### src/rtl/fifo_param.sv
// Parametrised synchronous show-ahead FIFO with an exact fill count and programmable almost flags.
// Define FIFO_PARAM_ERR_FLAGS_EN to add sticky overflow/underflow outputs.
module fifo_param #(
    parameter int unsigned WIDTH      = 8,
    parameter int unsigned DEPTH_LOG2 = 5,
    parameter int unsigned AF_THRESH  = 28,
    parameter int unsigned AE_THRESH  = 4
) (
    input  logic                 clk,
    input  logic                 aclr,
    input  logic                 sclr,
    input  logic                 wrreq,
    input  logic [WIDTH-1:0]     data,
    input  logic                 rdreq,
    output logic [WIDTH-1:0]     q,
    output logic [DEPTH_LOG2:0]  usedw,
    output logic                 empty,
    output logic                 full,
    output logic                 almost_full,
    output logic                 almost_empty
`ifdef FIFO_PARAM_ERR_FLAGS_EN
    ,
    output logic                 overflow,
    output logic                 underflow
`endif
);
    localparam int unsigned DEPTH = 1 << DEPTH_LOG2;
    localparam logic [DEPTH_LOG2:0] AF_LVL = AF_THRESH[DEPTH_LOG2:0];
    localparam logic [DEPTH_LOG2:0] AE_LVL = AE_THRESH[DEPTH_LOG2:0];

    logic [WIDTH-1:0]      ram [DEPTH];
    logic [DEPTH_LOG2:0]   wr_ptr;
    logic [DEPTH_LOG2:0]   rd_ptr;
    logic [DEPTH_LOG2-1:0] wr_addr;
    logic [DEPTH_LOG2-1:0] rd_addr;
    logic                  do_write;
    logic                  do_read;

    // Extra wrap bit on each pointer lets full and empty be told apart when the addresses match.
    always_comb begin
        wr_addr      = wr_ptr[DEPTH_LOG2-1:0];
        rd_addr      = rd_ptr[DEPTH_LOG2-1:0];
        usedw        = wr_ptr - rd_ptr;
        empty        = (wr_ptr == rd_ptr);
        full         = (wr_ptr[DEPTH_LOG2] != rd_ptr[DEPTH_LOG2]) && (wr_addr == rd_addr);
        almost_full  = (usedw >= AF_LVL);
        almost_empty = (usedw <= AE_LVL);
        do_read      = rdreq && !empty;
        do_write     = wrreq && (!full || rdreq);
        q            = ram[rd_addr];
    end

    always_ff @(posedge clk or posedge aclr) begin
        if (aclr) begin
            wr_ptr <= '0;
            rd_ptr <= '0;
        end else if (sclr) begin
            wr_ptr <= '0;
            rd_ptr <= '0;
        end else begin
            if (do_write) wr_ptr <= wr_ptr + 1'b1;
            if (do_read)  rd_ptr <= rd_ptr + 1'b1;
        end
    end

    // Storage has no reset so it maps onto asynchronous-read LUT RAM.
    always_ff @(posedge clk) begin
        if (do_write && !sclr) ram[wr_addr] <= data;
    end

`ifdef FIFO_PARAM_ERR_FLAGS_EN
    always_ff @(posedge clk or posedge aclr) begin
        if (aclr) begin
            overflow  <= 1'b0;
            underflow <= 1'b0;
        end else if (sclr) begin
            overflow  <= 1'b0;
            underflow <= 1'b0;
        end else begin
            if (wrreq && full && !rdreq) overflow  <= 1'b1;
            if (rdreq && empty)          underflow <= 1'b1;
        end
    end
`endif

endmodule

### config.mk
export PLATFORM = sky130hd
export DESIGN_NAME = fifo_param
export DESIGN_NICKNAME = d
export VERILOG_FILES = /design/src/rtl/fifo_param.sv
export SDC_FILE = /design/constraint.sdc
export NUM_CORES = 1
export LEC_CHECK = 0
export BUFFER_PORTS_ARGS = -buffer_cell sky130_fd_sc_hd__buf_2
export CAP_MARGIN = 20
export CORE_MARGIN = 2
export CORE_UTILIZATION = 45
export CTS_CLUSTER_DIAMETER = 100
export DETAILED_ROUTE_END_ITERATION = 10
export PLACE_DENSITY_LB_ADDON = 0.1
export SYNTH_ARGS = -nofsm -noshare
export SYNTH_HDL_FRONTEND = slang
export SYNTH_SLANG_ARGS = --single-unit
### constraint.sdc
create_clock -name clk -period 2.47 [get_ports clk]
set_input_delay 0.1235 -clock clk [delete_from_list [all_inputs] [get_ports clk]]
set_output_delay 0.1235 -clock clk [all_outputs]
set_load 0.05 [all_outputs]
==> results.md <==
* Grt total ovfl at 0
* Final setup vio count at 10
* Syn Area/Cell at 17.7 µm²
* Yosys top cell area share at 0.709
* Max Freq at 0.368 GHz
* Critical Path RT at 2.35 ns
* Setup ws final at -0.249 ns
* Initial drt markers at 472
* Total power at approximately 11 mW
* ANT nets after route at 0
* P&R area growth vs syn at 27.6%
* Sequential area share after synthesis at 0.737
* Crit-path max FO at 3
* Top cell family by delay on the critical path: adder cells
* Slew headroom at 0.481
* PortBufs at 30
* Max stage delay on crit path at about 0.49 ns
* Seq cells post-synth at 268
* Power Density at roughly 820 nW/µm²
* Vias/cell at 5.52
* CTS Buffer Depth at 3
* Total Routed Length at ~25 mm
* Buffers & Inverters on Critical Path at 2
* Setup CP Type: reg -> out
* Top-count cell post-synth: edfxtp_1
* Outcome: complete, but fails checks
* Total core area at 23,500 µm²
* Die width at 159 µm
* Worst Clk Skew at 0.0137 ns
* Ports at 31
* Top post-synthesis cells by count: edfxtp_1, mux2i_1, nor2_1
* Vias in the first global route at about 6k
* RSZ-0062 raised after global routing: yes
* Fin. max-slew vios at 0
* CP endpoint kind: output port
* First-pass GRT wire length at roughly 38 mm
* Tmin final at around 2.7 ns
* FFs w/ async S/R, synth at 0.0448
* Clock root cell: clkbuf_16
* Fin crit share at 1.10
* # diodes at 0
* Syn Nets at approximately 640
* Top FF cell, synth: edfxtp_1
* Top post-synthesis cells by area: edfxtp_1, mux4_2, mux2i_1
* Final Hold Viols at 0
* H-tree depth at 1
* Rows at 56
* MaxCap Viol Count at 0
* Crit path cell chain: ha_2 -> fa_2 -> inv_1 -> a21o_1 -> a21oi_4 -> xnor2_4 -> a2111oi_4 -> buf_6
* Hold slack at about 0.057 ns
* Final Cell Area at 13,800 µm²
* CP startpoint kind: flip-flop
* CP max-delay cell: dfrtp_4
* Mapped Cells at approximately 610
* WP data arrival at about 2.6 ns
* # DRC at 0
* Largest net degree at the start of global routing at 37
* Clk_lat worst skew at 0.55 ns
* Routability congestion estimate at 0.819
* Dpl ws at -0.217 ns
* Post-Syn Area at 10,800 µm²
* Peak supply drop at 0.000859 V
* Failing checks: setup timing
* Clock-pin slew on the worst setup and hold paths at 0.06 ns
* Initial antenna violation count at 0
* Synth unique cells at 43
* Placed cell areas at roughly 12,000 µm²
* Die Height at 159 µm
* Die area at 25,400 µm²
* Vias at 5,880
* Synth area leader: edfxtp_1
* Initial core utilization at 0.461
* Lkg Pwr at 4.44 nW
* Final #Nets at 750
* Fraction of layout cells with a size suffix above 1 at 0.385
* Wire per inst at 23.8 µm
* Post-synth EDFFs at 256
* CTS tree: yes
* CTS sink cnt at 268
* Slew @ Worst Pin at 0.778 ns
* Drt pass-1 iters at 4
* Synth warn at 0
* Cts bufs inserted at 29
* Total track usage at 0.197
* HPWL Detailed at 15.2 mm
* Worst hold path class: in -> reg
## sequential cells by signal (all words and copies together) (netlist names)
| register | flops |
|---|---|
| ram | 256 |
| rd_ptr | 6 |
| wr_ptr | 6 |
## metal layers
metal / routed length [µm] / vias up / global-route usage
met5: 0 / - / 0
met4: 492 / 0 / 0.0450
met3: 953 / 43 / 0.0294
met2: 12900 / 124 / 0.335
met1: 11000 / 3036 / 0.273
li1: - / 2677 / -
## cell type report
type	count	area, µm²
fill	1790	9710
timing repair buffer	106	1050
multi-input combinational	310	3390
inverter	11	41.3
clock inverter	16	211
tap	319	399
sequential	268	7990
clock buffer	35	748
## worst paths after layout
check / start / to / slack (ns) / depth (start not counted)
worst min-delay path: rdreq / rd_ptr[3] / 0.06 / 4
worst max-delay path: rd_ptr[0] / almost_empty / -0.25 / 8
max in group asynchronous: aclr / rd_ptr[0] / 1.93 / 3
min in group asynchronous: aclr / wr_ptr[5] / 0.14 / 3
worst min register to register: rd_ptr[5] / rd_ptr[5] / 0.66 / 2
worst max register to register: rd_ptr[0] / wr_ptr[0] / 0.14 / 7
## worst min-delay path, stage by stage
cell and delay (ns):
buf_2 0.13, o311ai_0 0.16, xnor2_1 0.08, nor2_1 0.07
## cells by family after synthesis
family,count (synthesis),synth area share
buffers and inverters,36,0.0156
AO/OA/AOI/OAI,84,0.0588
AND/OR/NAND/NOR,114,0.0468
flip-flops,268,0.737
XOR/XNOR,12,0.00969
adder cells (fa/ha/maj),11,0.0134
multiplexers,89,0.119
## where the power goes
part	total, mW	leakage (nW)	internal [mW]	switching, mW
combinational	1.97	1.50	0.886	1.09
clock	4.35	0.468	2.67	1.68
sequential	5.01	2.47	5.00	0.0106
total	11.3	4.44	8.55	2.78
## cells in the final DEF, fill, tap and decap left out, drive strengths merged, types with 4 or more instances in the layout
cell type    Yosys  routed
mux4            32      32
xor2             4       4
o21ai            4       4
nor2b           10      10
clkbuf           9      39
inv             11      12
a31oi            8       8
a2111oi          9       9
nand2           25      25
dfrtp           12      12
a22o             8       8
mux2i           57      57
dlygate4sd3      0       4
ha              10      10
nor2            51      51
a21oi           13      13
xnor2            8       8
edfxtp         256     256
bufinv           0       5
nor3             6       6
nand3           10      10
a211oi           8       8
a22oi           24      24
clkinv           0       9
buf             16      98
## timing repair
item / CTS / global route
hold endpoints to repair: 24 / 0
setup buffers: 2 / 13
hold buffers: 4 / 0
setup endpoints to repair: 135 / 126
pin swaps: 8 / 11
gates cloned: 3 / 4
gates resized for setup: 120 / 51
## metrics by stage
stage | setup TNS (ns) | utilization | std cells
finish | -1.75 | 0.588 | 1065
global route | -2.74 | 0.588 | 1065
CTS | -2.26 | 0.569 | 1049
detailed placement | -4.09 | 0.500 | 989
global placement | -0.864 | 0.500 | 989
floorplan | -0.00620 | - | 614
Power figures use the tool's default switching activity.
